==> config.mk <==
export PLATFORM = sky130hd
export DESIGN_NAME = deserializer
export DESIGN_NICKNAME = d
export VERILOG_FILES = /design/src/rtl/deser_pkg.sv /design/src/rtl/parity_calc.sv /design/src/rtl/deserializer.sv
export SDC_FILE = /design/constraint.sdc
export NUM_CORES = 1
export LEC_CHECK = 0
export CAP_MARGIN = 20
export CORE_MARGIN = 2
export CORE_UTILIZATION = 49
export CTS_CLUSTER_SIZE = 40
export DETAILED_ROUTE_END_ITERATION = 10
export PLACE_DENSITY = 0.76
export SYNTH_ARGS = -nofsm -noshare
export SYNTH_HDL_FRONTEND = slang
export SYNTH_HIERARCHICAL = 1
export SYNTH_SLANG_ARGS = --single-unit
==> constraint.sdc <==
create_clock -name CLK -period 1.6 [get_ports CLK]
set_input_delay 0.32 -clock CLK [delete_from_list [all_inputs] [get_ports CLK]]
set_output_delay 0.32 -clock CLK [all_outputs]
set_load 0.01 [all_outputs]
==> src/rtl/deser_pkg.sv <==
// Shared types and constants for the serial deserializer and its parity helper.
package deser_pkg;

    localparam int DATA_WIDTH_DEFAULT = 8;

    localparam logic PAR_EVEN = 1'b0;
    localparam logic PAR_ODD  = 1'b1;

    typedef enum logic [1:0] {
        IDLE,
        DATA,
        PARITY,
        STOP
    } deser_state_e;

endpackage

==> src/rtl/parity_calc.sv <==
// Expected parity bit for a received word: XOR of the data, inverted for odd parity.
module parity_calc
    import deser_pkg::*;
#(
    parameter int DATA_WIDTH = DATA_WIDTH_DEFAULT
) (
    input  logic [DATA_WIDTH-1:0] data_i,
    input  logic                  par_typ_i,
    output logic                  par_bit_o
);

    assign par_bit_o = (^data_i) ^ (par_typ_i == PAR_ODD);

endmodule

==> src/rtl/deserializer.sv <==
// Serial-to-parallel receiver: start(0), DATA_WIDTH bits LSB-first, optional parity, stop(1).
// Define PARITY_CHECK_EN to build the PARITY state and par_err; otherwise parity is ignored.
module deserializer
    import deser_pkg::*;
#(
    parameter int DATA_WIDTH = DATA_WIDTH_DEFAULT
) (
    input  logic                  CLK,
    input  logic                  rst,
    input  logic                  deser_en,
    input  logic                  bit_tick,
    input  logic                  ser_in,
    input  logic                  PAR_EN,
    input  logic                  PAR_TYP,
    output logic [DATA_WIDTH-1:0] P_DATA,
    output logic                  data_valid,
    output logic                  par_err,
    output logic                  stop_err,
    output logic                  busy
);

    localparam int               CNT_W    = $clog2(DATA_WIDTH + 1);
    localparam logic [CNT_W-1:0] LAST_BIT = CNT_W'(DATA_WIDTH - 1);

    deser_state_e          state_q, state_d;
    logic [CNT_W-1:0]      cnt_q, cnt_d;
    logic [DATA_WIDTH-1:0] shift_q, shift_d;
    logic [DATA_WIDTH-1:0] p_data_q, p_data_d;
    logic                  data_valid_q, data_valid_d;
    logic                  stop_err_q, stop_err_d;
    logic                  par_mis;

`ifdef PARITY_CHECK_EN
    logic par_en_q, par_en_d;
    logic par_typ_q, par_typ_d;
    logic par_mis_q, par_mis_d;
    logic par_err_q, par_err_d;
    logic par_exp;

    parity_calc #(
        .DATA_WIDTH(DATA_WIDTH)
    ) u_parity_calc (
        .data_i   (shift_q),
        .par_typ_i(par_typ_q),
        .par_bit_o(par_exp)
    );

    assign par_mis = par_mis_q;
    assign par_err = par_err_q;
`else
    logic unused_par_cfg;
    assign unused_par_cfg = PAR_EN ^ PAR_TYP;
    assign par_mis        = 1'b0;
    assign par_err        = 1'b0;
`endif

    always_comb begin
        // NOTE: every signal gets its default before the case so no path leaves it unassigned (no latches).
        state_d      = state_q;
        cnt_d        = cnt_q;
        shift_d      = shift_q;
        p_data_d     = p_data_q;
        data_valid_d = 1'b0;
        stop_err_d   = 1'b0;
`ifdef PARITY_CHECK_EN
        par_en_d     = par_en_q;
        par_typ_d    = par_typ_q;
        par_mis_d    = par_mis_q;
        par_err_d    = 1'b0;
`endif

        if (!deser_en) begin
            state_d   = IDLE;
            cnt_d     = '0;
`ifdef PARITY_CHECK_EN
            par_mis_d = 1'b0;
`endif
        end else if (bit_tick) begin
            case (state_q)
                IDLE: begin
                    if (!ser_in) begin
                        state_d   = DATA;
                        cnt_d     = '0;
`ifdef PARITY_CHECK_EN
                        par_en_d  = PAR_EN;
                        par_typ_d = PAR_TYP;
                        par_mis_d = 1'b0;
`endif
                    end
                end
                DATA: begin
                    shift_d = {ser_in, shift_q[DATA_WIDTH-1:1]};
                    cnt_d   = cnt_q + 1'b1;
                    if (cnt_q == LAST_BIT) begin
`ifdef PARITY_CHECK_EN
                        state_d = par_en_q ? PARITY : STOP;
`else
                        state_d = STOP;
`endif
                    end
                end
                PARITY: begin
`ifdef PARITY_CHECK_EN
                    par_mis_d = (ser_in != par_exp);
`endif
                    state_d = STOP;
                end
                STOP: begin
                    state_d    = IDLE;
                    stop_err_d = ~ser_in;
`ifdef PARITY_CHECK_EN
                    par_err_d  = par_mis_q;
                    par_mis_d  = 1'b0;
`endif
                    // A word is published only when both framing and parity are clean.
                    if (ser_in && !par_mis) begin
                        p_data_d     = shift_q;
                        data_valid_d = 1'b1;
                    end
                end
                default: state_d = IDLE;
            endcase
        end
    end

    always_ff @(posedge CLK) begin
        // NOTE: sequential state uses non-blocking assignments so all registers update from pre-edge values.
        if (rst) begin
            state_q      <= IDLE;
            cnt_q        <= '0;
            shift_q      <= '0;
            p_data_q     <= '0;
            data_valid_q <= 1'b0;
            stop_err_q   <= 1'b0;
        end else begin
            state_q      <= state_d;
            cnt_q        <= cnt_d;
            shift_q      <= shift_d;
            p_data_q     <= p_data_d;
            data_valid_q <= data_valid_d;
            stop_err_q   <= stop_err_d;
        end
    end

`ifdef PARITY_CHECK_EN
    always_ff @(posedge CLK) begin
        if (rst) begin
            par_en_q  <= 1'b0;
            par_typ_q <= PAR_EVEN;
            par_mis_q <= 1'b0;
            par_err_q <= 1'b0;
        end else begin
            par_en_q  <= par_en_d;
            par_typ_q <= par_typ_d;
            par_mis_q <= par_mis_d;
            par_err_q <= par_err_d;
        end
    end
`endif

    assign P_DATA     = p_data_q;
    assign data_valid = data_valid_q;
    assign stop_err   = stop_err_q;
    assign busy       = (state_q != IDLE);

endmodule

==> flow_summary.toml <==
[clock_tree]
clockRootBuffer = "clkbuf_4"
clock-sinks = 24
cts_made_buffers = 3
worstSkewPairLatency_ps = 320
clkTransAtPathRegs_ps = 130
clockBufferDepth = 2
cts_tree = "built"
htree_levels = 1

[die]
die_area_um2 = 2400
std_cell_rows = 16
die_h_um = 49.0
ios = 19
coreArea_um2 = 1940
die_w_um = 49.0
initial_utilization_pct = 51.0

[placement]
numPortBuffers = 15
dp_hpwl_um = 1490
gp_congestion = 0.707
place_ws_ps = -140

[finish]
layout-drive-gt1-share_pct = 18.4
nNetsFinal = 148
syn2layout_area_growth_pct = 30.6
num_antenna_cells = 0
nFillCells = 186

[power_and_ir_drop]
swShare_pct = 20.0
p_int_uw = 882
p_sw_uw = 221
p_per_area_nw_per_um2 = 852
p_clk_share_pct = 39.6
ir_drop_mv = 1.02
combPwrFrac_pct = 6.0
p_leak_uw = 0.000546
pwr-share-seq_pct = 54.5

[logic_synthesis]
ys_seq_elements = 24
yosys_warnings = 6
syn_area_um2 = 991
yosysUniqueCellTypes = 27
syn_area_per_cell_um2 = 9.01
ys_seq_area_share_pct = 48.5
synth_nets = 121
synthCells = 110

[timing]
clock_skew_ps = 2.07
fmax_mhz = 651
setup_viol = 0
hold_viol = 0
final.setup.worst_slack_ps = 62.7
post-route-period-util_pct = 96.1
hold_ws_ps = 463
final_max_slew_viol_count = 0
min_period_ps = 1540
rsz0062_at_grt = "yes"

[grt]
grt_pass1_wl_um = 3250
grt_antenna_before_repair = 0
grt_overflow_total = 0
grt_usage_pct = 17.9
grt_start_max_net_pins = 17
grt_pass1_vias = 749

[critical_path]
path_delay_family = "buffers and inverters"
crit_fanout = 2
critPathBufInv = 1
cp.depth = 1
r2r_cells = 7
worst-r2r-setup-slack_ps = 100
cp.arrival_ps = 1220
path_cells = "clkdlybuf4s50_1"
slowest_delay_ps = 540
crit_type = "reg -> out"
setup.worst_path.start_class = "flip-flop"
crit_slowest_cell = "clkdlybuf4s50_1"
end_kind = "primary output"
critPathRequiredTime_ps = 1280

[run_status]
run_status = "complete, no violations"

[worst_hold_path]
whs_path_depth = 2
hold_path.class = "reg -> reg"

[route]
drt-vias-per-instance = 4.82
totalWireLength_um = 1890
wl_per_cell_um = 11.6
route.vias.total = 785
ant_nets = 0
first_pass_iters = 4
drc = 0
drt_iter0_drc = 12

[job]
maxCapViolCount = 0
sequential cells by signal, summed over array words and instances, names as in the netlist:
name and flops:
cnt_q 4, shift_q 8, P_DATA 8, state_q 2, data_valid 1, stop_err 1
cells in the mapped netlist:
cell | number | share of area, %
nand2b_1 | 1 | 0.63
a21oi_1 | 11 | 5.6
dfxtp_1 | 24 | 48
nor2_1 | 14 | 5.3
nand4_1 | 1 | 0.63
inv_1 | 5 | 1.9
nand2_1 | 18 | 6.8
a211oi_2 | 1 | 1.3
nand3_2 | 1 | 1.0
a41oi_1 | 1 | 0.88
nand3_1 | 1 | 0.50
o21ai_0 | 1 | 0.50
conb_1 | 1 | 0.38
nor3_1 | 3 | 1.5
o21ai_1 | 1 | 0.50
inv_2 | 1 | 0.38
buf_4 | 1 | 0.76
nor2_2 | 1 | 0.63
a211oi_1 | 1 | 0.76
a221oi_2 | 1 | 1.5
ha_1 | 4 | 5.1
a22oi_1 | 1 | 0.76
mux2i_1 | 9 | 9.1
clkbuf_1 | 3 | 1.1
a211oi_4 | 1 | 2.0
nor2b_1 | 2 | 1.3
nand3b_1 | 1 | 0.76
per-layer routing:
metal	global-route usage [%]	vias up	share of wire (%)
li1	-	418	-
met1	18.6	358	41
met2	33.6	7	55
met3	6.75	2	3.3
met4	4.29	0	0.74
met5	0	-	0
final timing paths:
kind | from | end
hold / removal | P_DATA[7] | P_DATA[7]
setup reg to reg | state_q[1] | cnt_q[3]
hold reg to reg | P_DATA[7] | P_DATA[7]
setup / recovery | P_DATA[3] | P_DATA[3]
what timing repair did:
action | 4_1_cts | 5_1_grt
hold buffers | 0 | 0
resized for setup | 4 | 4
endpoints found under the hold margin | 0 | 0
endpoints found under the setup margin | 3 | 6
pin swaps | 0 | 0
buffers inserted | 1 | 0
worst register-to-register path: cells and delay by family (launching register included):
family,cells,cell delay (ps)
AO/OA/AOI/OAI,3,540
adder cells (fa/ha/maj),1,180
buffers and inverters,2,220
flip-flops,1,360
AND/OR/NAND/NOR,1,130
cells in the final DEF (no fill, tap or decap), types with 2 or more instances in the layout:
| cell | instances |
|---|---|
| nor2_1 | 14 |
| inv_1 | 5 |
| nor3_1 | 3 |
| dfxtp_2 | 2 |
| ha_1 | 4 |
| dfxtp_1 | 22 |
| nor2b_1 | 2 |
| clkbuf_4 | 3 |
| clkdlybuf4s50_1 | 12 |
| buf_4 | 11 |
| a21oi_1 | 11 |
| nand2_1 | 18 |
| mux2i_1 | 9 |
cell families after synthesis:
family / count (synthesis) / synth area share (%)
adder cells (fa/ha/maj): 4 / 5.05
multiplexers: 9 / 9.09
flip-flops: 24 / 48.5
AO/OA/AOI/OAI: 19 / 13.8
other: 1 / 0.378
buffers and inverters: 10 / 4.17
AND/OR/NAND/NOR: 43 / 19.1
final cells by class:
cell class | count | area (um2) | share of cell area [%]
well taps | 27 | 33.8 | 2.61
clock buffers | 3 | 22.5 | 1.74
repair buffers | 26 | 229 | 17.7
multi-input cells | 76 | 473 | 36.6
clock inverters | 1 | 30.0 | 2.32
inverters | 6 | 22.5 | 1.74
flip-flops and latches | 24 | 483 | 37.3
power groups by stage:
stage	Clock (uW)	Combinational, uW	Sequential, uW
CTS	450	65.5	601
global placement	0	62.4	614
global route	475	73.0	601
floorplan	0	36.4	614
detailed placement	0	64.3	614
finish	436	65.6	601
stage by stage:
| stage | setup TNS [ps] | cell area [um2] | std cells | power, uW | util (%) |
|---|---|---|---|---|---|
| 2_1_floorplan | 0 | 991 | 110 | 650 | - |
| 3_3_place_gp | -100 | 1230 | 158 | 676 | 63.4 |
| 3_5_place_dp | -345 | 1230 | 158 | 678 | 63.4 |
| 4_1_cts | 0 | 1290 | 163 | 1120 | 66.5 |
| 5_1_grt | -63.5 | 1290 | 163 | 1150 | 66.6 |
| 6_report | 0 | 1290 | 163 | 1100 | 66.6 |
Note: power is estimated with default switching activity, not from simulation.
